File: config.mk
export PLATFORM = sky130hd
export DESIGN_NAME = sha1_mc_top_flat
export DESIGN_NICKNAME = d
export VERILOG_FILES = /design/src/rtl/sha1_pkg.sv /design/src/rtl/sha1_mc_if.sv /design/src/rtl/sha1_ctx_table.sv /design/src/rtl/sha1_unit.sv /design/src/rtl/sha1_mc_top.sv /design/src/flat_wrapper.sv
export SDC_FILE = /design/constraint.sdc
export NUM_CORES = 2
export LEC_CHECK = 0
export BUFFER_PORTS_ARGS = -buffer_cell sky130_fd_sc_hd__buf_2
export CORE_MARGIN = 1
export CORE_UTILIZATION = 45
export CTS_BUF_LIST = sky130_fd_sc_hd__clkbuf_16
export DETAILED_ROUTE_END_ITERATION = 7
export GPL_TIMING_DRIVEN = 0
export PLACE_DENSITY_LB_ADDON = 0.3
export SETUP_SLACK_MARGIN = 0.02
export SLEW_MARGIN = 15
export SYNTH_ARGS = -nofsm -noshare
export SYNTH_HDL_FRONTEND = slang
export SYNTH_SLANG_ARGS = --single-unit
File: constraint.sdc
create_clock -name clk -period 13.3 [get_ports clk]
set_clock_uncertainty 0.15 [all_clocks]
set_input_delay 0.665 -clock clk [delete_from_list [all_inputs] [get_ports clk]]
set_output_delay 0.665 -clock clk [all_outputs]
set_load 0.05 [all_outputs]
File: src/rtl/sha1_pkg.sv
// Shared SHA-1 types, initial chaining value, word-wise add and FSM states.
// Imported by the multi-context top, context table and compression unit.
package sha1_pkg;

    localparam logic [31:0] IV_A = 32'h67452301;
    localparam logic [31:0] IV_B = 32'hEFCDAB89;
    localparam logic [31:0] IV_C = 32'h98BADCFE;
    localparam logic [31:0] IV_D = 32'h10325476;
    localparam logic [31:0] IV_E = 32'hC3D2E1F0;

    typedef struct packed {
        logic [31:0] a;
        logic [31:0] b;
        logic [31:0] c;
        logic [31:0] d;
        logic [31:0] e;
    } sha1_state_t;

    localparam sha1_state_t SHA1_IV = '{
        a: IV_A, b: IV_B, c: IV_C, d: IV_D, e: IV_E
    };

    function automatic sha1_state_t sha1_add(
        sha1_state_t x,
        sha1_state_t y
    );
        sha1_state_t r;
        r.a = x.a + y.a;
        r.b = x.b + y.b;
        r.c = x.c + y.c;
        r.d = x.d + y.d;
        r.e = x.e + y.e;
        return r;
    endfunction

    typedef enum logic [1:0] {
        IDLE,
        WAIT_CORE,
        SEND
    } mc_state_t;

endpackage

File: src/rtl/sha1_mc_if.sv
// Block-in / digest-out stream bundle of the multi-context SHA-1 top.
// slave: the hasher side; master: the block source and digest sink side.
interface sha1_mc_if #(
    parameter int ID_W = 2
);
    logic            o_tready;
    logic            i_tvalid;
    logic [511:0]    i_tdata;
    logic [ID_W-1:0] i_tid;
    logic            i_tlast;
    logic            i_sha_tready;
    logic            o_sha_tvalid;
    logic [159:0]    o_sha_tdata;
    logic [ID_W-1:0] o_sha_tid;

    modport slave (
        input  i_tvalid, i_tdata, i_tid, i_tlast, i_sha_tready,
        output o_tready, o_sha_tvalid, o_sha_tdata, o_sha_tid
    );

    modport master (
        output i_tvalid, i_tdata, i_tid, i_tlast, i_sha_tready,
        input  o_tready, o_sha_tvalid, o_sha_tdata, o_sha_tid
    );
endinterface

File: src/rtl/sha1_ctx_table.sv
// Per-context chaining values plus busy flags for suspended messages.
// Ports: one write port (data + busy bit), one combinational read port, busy vector.
module sha1_ctx_table
    import sha1_pkg::*;
#(
    parameter int NUM_CTX = 4,
    parameter int ID_W    = 2
) (
    input  logic              clk,
    input  logic              reset_n,
    input  logic              wr_en,
    input  logic [ID_W-1:0]   wr_idx,
    input  sha1_state_t       wr_data,
    input  logic              wr_busy,
    input  logic [ID_W-1:0]   rd_idx,
    output sha1_state_t       rd_data,
    output logic              rd_busy,
    output logic [NUM_CTX-1:0] busy
);

    sha1_state_t tbl [NUM_CTX];

    // Chain values need no reset: a clear busy bit forces the IV.
    always_ff @(posedge clk) begin
        for (int i = 0; i < NUM_CTX; i++) begin
            if (wr_en && wr_idx == ID_W'(i)) begin
                tbl[i] <= wr_data;
            end
        end
    end

    always_ff @(posedge clk or negedge reset_n) begin
        if (!reset_n) begin
            busy <= '0;
        end else begin
            for (int i = 0; i < NUM_CTX; i++) begin
                if (wr_en && wr_idx == ID_W'(i)) begin
                    busy[i] <= wr_busy;
                end
            end
        end
    end

    // Out-of-range indices read as not busy.
    always_comb begin
        rd_data = '0;
        rd_busy = 1'b0;
        for (int i = 0; i < NUM_CTX; i++) begin
            if (rd_idx == ID_W'(i)) begin
                rd_data = tbl[i];
                rd_busy = busy[i];
            end
        end
    end

endmodule

File: src/rtl/sha1_unit.sv
// Iterative SHA-1 compression core, one round per cycle (latency 80).
// Ports: i_valid/o_ready block in, o_valid/i_ready result out; o_hash has no feed-forward.
module sha1_unit
    import sha1_pkg::*;
(
    input  logic         clk,
    input  logic         reset_n,
    input  logic         i_valid,
    output logic         o_ready,
    input  logic [511:0] i_block,
    input  sha1_state_t  i_chain,
    output logic         o_valid,
    input  logic         i_ready,
    output sha1_state_t  o_hash
);

    logic [31:0] w [16];
    sha1_state_t st;
    logic [6:0]  cnt;
    logic        busy;
    logic        vld;

    logic [31:0] f;
    logic [31:0] k;
    logic [31:0] tmp;
    logic [31:0] wx;
    logic [31:0] w_new;

    always_comb begin
        f = st.b ^ st.c ^ st.d;
        k = 32'hCA62C1D6;
        if (cnt < 7'd20) begin
            f = (st.b & st.c) | (~st.b & st.d);
            k = 32'h5A827999;
        end else if (cnt < 7'd40) begin
            k = 32'h6ED9EBA1;
        end else if (cnt < 7'd60) begin
            f = (st.b & st.c) | (st.b & st.d) | (st.c & st.d);
            k = 32'h8F1BBCDC;
        end
        tmp   = {st.a[26:0], st.a[31:27]} + f + st.e + k + w[0];
        wx    = w[13] ^ w[8] ^ w[2] ^ w[0];
        w_new = {wx[30:0], wx[31]};
    end

    always_ff @(posedge clk or negedge reset_n) begin
        if (!reset_n) begin
            busy <= 1'b0;
            vld  <= 1'b0;
            cnt  <= '0;
            st   <= '0;
            for (int i = 0; i < 16; i++) begin
                w[i] <= '0;
            end
        end else if (!busy && i_valid) begin
            busy <= 1'b1;
            cnt  <= '0;
            st   <= i_chain;
            for (int i = 0; i < 16; i++) begin
                w[i] <= i_block[511-32*i -: 32];
            end
        end else if (busy && !vld) begin
            // w[] is a sliding 16-word window of the message schedule
            st <= '{
                a: tmp,
                b: st.a,
                c: {st.b[1:0], st.b[31:2]},
                d: st.c,
                e: st.d
            };
            for (int i = 0; i < 15; i++) begin
                w[i] <= w[i+1];
            end
            w[15] <= w_new;
            if (cnt == 7'd79) begin
                vld <= 1'b1;
            end else begin
                cnt <= cnt + 7'd1;
            end
        end else if (vld && i_ready) begin
            vld  <= 1'b0;
            busy <= 1'b0;
        end
    end

    assign o_ready = !busy;
    assign o_valid = vld;
    assign o_hash  = st;

endmodule

File: src/rtl/sha1_mc_top.sv
// Multi-context SHA-1: interleaved tagged blocks in, per-context digests out.
// Ports: clk, reset_n, bus (sha1_mc_if.slave), o_ctx_busy, o_bad_tid.
module sha1_mc_top
    import sha1_pkg::*;
#(
    parameter int NUM_CTX = 4,
    localparam int ID_W = (NUM_CTX > 1) ? $clog2(NUM_CTX) : 1
) (
    input  logic               clk,
    input  logic               reset_n,
    sha1_mc_if.slave           bus,
    output logic [NUM_CTX-1:0] o_ctx_busy,
    output logic               o_bad_tid
);

    mc_state_t   state;
    logic        rdy_q;
    logic [ID_W-1:0] tid_q;
    logic        last_q;
    sha1_state_t chain_q;

    logic        unit_rdy;
    logic        unit_vld;
    logic        unit_in_vld;
    sha1_state_t unit_out;
    sha1_state_t rd_data;
    logic        rd_busy;
    sha1_state_t chain_in;
    sha1_state_t sum;
    logic        tid_ok;
    logic        hs;
    logic        wr_en;

    assign tid_ok      = 32'(bus.i_tid) < NUM_CTX;
    assign bus.o_tready = rdy_q && unit_rdy;
    assign hs          = bus.i_tvalid && bus.o_tready;
    assign unit_in_vld = hs && tid_ok;
    assign chain_in    = rd_busy ? rd_data : SHA1_IV;
    assign sum         = sha1_add(chain_q, unit_out);
    assign wr_en       = (state == WAIT_CORE) && unit_vld;

    sha1_ctx_table #(
        .NUM_CTX (NUM_CTX),
        .ID_W    (ID_W)
    ) u_tbl (
        .clk     (clk),
        .reset_n (reset_n),
        .wr_en   (wr_en),
        .wr_idx  (tid_q),
        .wr_data (sum),
        .wr_busy (!last_q),
        .rd_idx  (bus.i_tid),
        .rd_data (rd_data),
        .rd_busy (rd_busy),
        .busy    (o_ctx_busy)
    );

    sha1_unit u_unit (
        .clk     (clk),
        .reset_n (reset_n),
        .i_valid (unit_in_vld),
        .o_ready (unit_rdy),
        .i_block (bus.i_tdata),
        .i_chain (chain_in),
        .o_valid (unit_vld),
        .i_ready (state == WAIT_CORE),
        .o_hash  (unit_out)
    );

    always_ff @(posedge clk or negedge reset_n) begin
        if (!reset_n) begin
            state            <= IDLE;
            rdy_q            <= 1'b0;
            tid_q            <= '0;
            last_q           <= 1'b0;
            chain_q          <= '0;
            o_bad_tid        <= 1'b0;
            bus.o_sha_tvalid <= 1'b0;
            bus.o_sha_tdata  <= '0;
            bus.o_sha_tid    <= '0;
        end else begin
            o_bad_tid <= 1'b0;
            unique case (state)
                IDLE: begin
                    rdy_q <= 1'b1;
                    if (hs && tid_ok) begin
                        tid_q   <= bus.i_tid;
                        last_q  <= bus.i_tlast;
                        chain_q <= chain_in;
                        rdy_q   <= 1'b0;
                        state   <= WAIT_CORE;
                    end else if (hs) begin
                        o_bad_tid <= 1'b1;
                    end
                end
                WAIT_CORE: begin
                    if (unit_vld) begin
                        if (last_q) begin
                            bus.o_sha_tvalid <= 1'b1;
                            bus.o_sha_tdata  <= sum;
                            bus.o_sha_tid    <= tid_q;
                            state            <= SEND;
                        end else begin
                            rdy_q <= 1'b1;
                            state <= IDLE;
                        end
                    end
                end
                SEND: begin
                    if (bus.i_sha_tready) begin
                        bus.o_sha_tvalid <= 1'b0;
                        rdy_q            <= 1'b1;
                        state            <= IDLE;
                    end
                end
                default: state <= IDLE;
            endcase
        end
    end

endmodule

File: src/flat_wrapper.sv
// flat-port wrapper written by rule: the top's interface ports become plain ports
module sha1_mc_top_flat import sha1_pkg::*;
#(
    parameter int NUM_CTX = 4,
    localparam int ID_W = (NUM_CTX > 1) ? $clog2(NUM_CTX) : 1
)
  (clk, reset_n, o_ctx_busy, o_bad_tid, bus_i_tvalid, bus_i_tdata, bus_i_tid, bus_i_tlast, bus_i_sha_tready, bus_o_tready, bus_o_sha_tvalid, bus_o_sha_tdata, bus_o_sha_tid);
  sha1_mc_if #(.ID_W(2)) bus_i ();
  input  logic clk;
  input  logic reset_n;
  output logic [NUM_CTX-1:0] o_ctx_busy;
  output logic o_bad_tid;
  input wire logic [$bits(bus_i.i_tvalid)-1:0] bus_i_tvalid;
  input wire logic [$bits(bus_i.i_tdata)-1:0] bus_i_tdata;
  input wire logic [$bits(bus_i.i_tid)-1:0] bus_i_tid;
  input wire logic [$bits(bus_i.i_tlast)-1:0] bus_i_tlast;
  input wire logic [$bits(bus_i.i_sha_tready)-1:0] bus_i_sha_tready;
  output wire logic [$bits(bus_i.o_tready)-1:0] bus_o_tready;
  output wire logic [$bits(bus_i.o_sha_tvalid)-1:0] bus_o_sha_tvalid;
  output wire logic [$bits(bus_i.o_sha_tdata)-1:0] bus_o_sha_tdata;
  output wire logic [$bits(bus_i.o_sha_tid)-1:0] bus_o_sha_tid;
  assign bus_i.i_tvalid = bus_i_tvalid;
  assign bus_i.i_tdata = bus_i_tdata;
  assign bus_i.i_tid = bus_i_tid;
  assign bus_i.i_tlast = bus_i_tlast;
  assign bus_i.i_sha_tready = bus_i_sha_tready;
  assign bus_o_tready = bus_i.o_tready;
  assign bus_o_sha_tvalid = bus_i.o_sha_tvalid;
  assign bus_o_sha_tdata = bus_i.o_sha_tdata;
  assign bus_o_sha_tid = bus_i.o_sha_tid;
  sha1_mc_top #(.NUM_CTX(NUM_CTX)) u_core (.clk(clk), .reset_n(reset_n), .bus(bus_i), .o_ctx_busy(o_ctx_busy), .o_bad_tid(o_bad_tid));
endmodule
==> impl_metrics.tcl <==
set metrics [dict create \
    outcome "finished, violations left" \
    antenna_found_initial 16 \
    synthCells 7483 \
    cts_resized 0 \
    setup_tns_ns 0 \
    rsz0062_at_grt "false" \
    yosysTopAreaCell "dfrtp_1" \
    power_per_cell_area_nw_per_um2 109.0 \
    critPathLaunchType "flop" \
    ys_ff_latch 1654 \
    rows 154 \
    cpMostUsedCell "fa_1" \
    wl_per_cell_um 28.00 \
    reg2reg_to "u_core.u_unit.o_hash[159]" \
    cts-root-buf "clkbuf_16" \
    layout-drive-gt1-share 0.1478 \
    syn_nets 8325 \
    synth_area_leaders "dfrtp_1, edfxtp_1, nand2_1" \
    critPathMaxStageDelay_ns 0.93 \
    min_from "bus_i_tdata[66]" \
    post-route-min-period_ns 8.528 \
    cts_tree "done" \
    grt_pass1_wl_mm 449.1 \
    area_delta_synth_final_pct 21.20 \
    r2r_setup_slack_ns 4.77 \
    reg2reg_depth 22 \
    crit_chain "o21ai_0 -> nor2b_1 -> nand2_1 -> nand2_1 -> clkbuf_1 -> clkbuf_1 -> a222oi_1 -> fa_1 -> fa_1 -> inv_1 -> ha_1 -> inv_1 -> fa_1 -> nand2b_1 -> a21oi_1 -> o31a_1 -> o21ai_1 -> o21ai_1 -> a31oi_1 -> o31ai_1 -> xnor2_1 -> a221oi_1" \
    endpoint "u_core.u_unit.o_hash[159]" \
    crit_family "compound AO/OA/AOI/OAI gates" \
    port_buffers 685 \
    timing.fmax_mhz 117.3 \
    placedInstanceArea_um2 87130 \
    initial_core_util 0.4535 \
    yosys_warnings 0 \
    ir_drop_uv 111.7 \
    drc_errors 249 \
    end_kind "flop" \
    crit_type "flop to flop" \
    coreArea_um2 176500 \
    antenna_left 0 \
    fin_crit_sh 0.6412 \
    async_flop_share 0.6131 \
    slew_headroom 0.1481 \
    place_congestion 1.001 \
    arrival_ns 9.08 \
    critical_path.max_fanout 11 \
    grt_pass1_vias 65720 \
    dieArea_um2 179600 \
    die_h_um 423.8 \
    synth.avg_cell_area_um2 10.70 \
    ys_types 85 \
    ios 688 \
    clock-sinks 1654 \
    clk_pin_slew_worst_paths_ns 0.06 \
    slowest_stage "nor2b_1" \
    synth_top_area_share 0.3170 \
    drv_cap 0 \
    numCtsBuffers 177 \
    layout_commonest_cell "nand2_1" \
    path_buf_inv 4 \
    final_cell_mix "nand2_1, dfrtp_1, nor2_1, buf_2, edfxtp_1" \
    hold_depth 3 \
    die_w_um 423.8 \
    startpoint "u_core.u_unit.cnt[4]" \
    hp-class "input port to flop" \
    synth-seq-area-share 0.5571 \
    grt_max_degree 140 \
    first_pass_iters 8 \
    hold_viol_final 0 \
    worst_slew_pin_slew_ns 1.278 \
    grt_overflow_total 0 \
    syn_area_um2 80040 \
    final_area_um2 97020 \
    nets 9645 \
    setup_viol 0 \
    clkLatencyLatePin_ns 0.83 \
    worstPathRequired_ns 13.85 \
    gr-usage-all-layers 0.3460 \
    viasPerCell 5.895 \
    synth-edff-count 640 \
    cts_buffer_depth 3 \
    p_leak_uw 0.04315 \
    cts_max_level 4 \
    wl_mm 316.5 \
    synth_ff_type "dfrtp_1" \
    violations "DRC" \
    dpl.hpwl_mm 240.1 \
    vias 66630 \
    slew_violations 0 \
    first_iter_violations 7550 \
    cp.depth 22 \
    rr_startpoint "u_core.u_unit.cnt[4]" \
]
-- layout make-up --
type,instances,area (µm²)
plain buffers,437,1673
diodes,10,25.02
repair buffers,1141,8263
clock inverters,147,1140
well taps,2340,2928
clock buffers,182,4554
fillers,15420,79480
inverters,231,889.6
flip-flops and latches,1654,44590
multi-input cells,5161,32950
-- state kept, by name, summed over array words and instances (netlist names), 2 cells and up --
name and cells:
u_core.bus.o_sha_tid 2, u_core.u_unit.cnt 7, u_core.u_unit.w 512, u_core.tid_q 2, u_core.u_tbl.tbl 640, u_core.u_tbl.busy 4
u_core.u_unit.o_hash 160, u_core.bus.o_sha_tdata 160, u_core.state 2, u_core.chain_q 160
-- cell usage after synthesis (all sizes together), types with 5 or more instances --
library cell  instances
nand2              1732
dfrtp              1014
nor2                757
edfxtp              640
a31oi               505
clkbuf              382
o21ai               342
a21oi               297
inv                 230
ha                  198
xnor2               189
mux4                160
fa                  125
and3                116
mux2                112
a21o                 86
xor2                 69
buf                  55
a211oi               46
nand3                38
mux2i                28
o21bai               25
o21a                 24
and2                 23
nand2b               23
nand4                22
nor2b                22
nor3                 22
a221o                19
a22oi                18
o31ai                18
o211ai               14
a221oi               11
or3                  10
and4                  9
o221a                 9
o31a                  8
o22ai                 7
a21boi                6
o221ai                6
or2                   6
a2111oi               5
a222oi                5
a311oi                5
nand3b                5
-- worst reg2reg max path, delay by kind of cell, from the launching register on --
kind / cells / cell delay, ns
compound gates: 9 / 2.58
simple gates: 4 / 2.10
fa+ha+maj: 4 / 1.69
buf+inv: 4 / 1.26
flops: 1 / 0.47
xor+xnor: 1 / 0.18
-- cell families after synthesis --
family / count (synthesis) / share of synthesized area
compound gates: 1486 / 0.1162
xor+xnor: 258 / 0.02842
fa+ha+maj: 323 / 0.06221
buf+inv: 668 / 0.03154
flops: 1654 / 0.5571
mux: 300 / 0.06432
other cells: 1 / 0.00004685
simple gates: 2793 / 0.1401
-- worst min path at each step --
| stage | to | slack (ns) |
|---|---|---|
| floorplan | u_core.bus.o_sha_tdata[0] | 0.22 |
| global placement | u_core.bus.o_sha_tdata[6] | 0.31 |
| detailed placement | u_core.bus.o_sha_tdata[53] | 0.31 |
| CTS | u_core.u_unit.w[442] | 0.0005 |
| global route | u_core.u_unit.w[444] | 0.02 |
| finish | u_core.u_unit.w[66] | 0.03 |
-- per-layer routing --
| layer | track usage | routed length (µm) | share of wire |
|---|---|---|---|
| met1 | 0.4271 | 118900 | 0.38 |
| met2 | 0.5514 | 145800 | 0.46 |
| met3 | 0.06724 | 26680 | 0.084 |
| met4 | 0.2340 | 25120 | 0.079 |
| met5 | 0 | 29 | 0.000092 |
-- what timing repair did --
item | CTS | global route
hold buffers | 415 | 0
buffers inserted | 0 | 0
hold endpoints to repair | 479 | 0
-- metrics by stage --
stage | total power, µW | utilization | std cells | hold slack (ns) | setup WS [ns]
global placement | 5653 | 0.4895 | 10510 | 0.3091 | -11.28
global route | 10820 | 0.5496 | 11300 | 0.02260 | 4.501
detailed placement | 5661 | 0.4937 | 10550 | 0.3087 | 4.972
floorplan | 5427 | - | 7483 | 0.2194 | 0.2112
finish | 10570 | 0.5497 | 11300 | 0.02849 | 4.772
CTS | 10600 | 0.5495 | 11290 | 0.0005210 | 4.957
-- report_power, final --
part | internal (µW) | leakage [µW] | switching [µW]
clock network | 2710 | 0.00293 | 2190
logic | 170 | 0.0228 | 226
registers | 5270 | 0.0175 | 0.484
(Power assumes the default switching activity.)
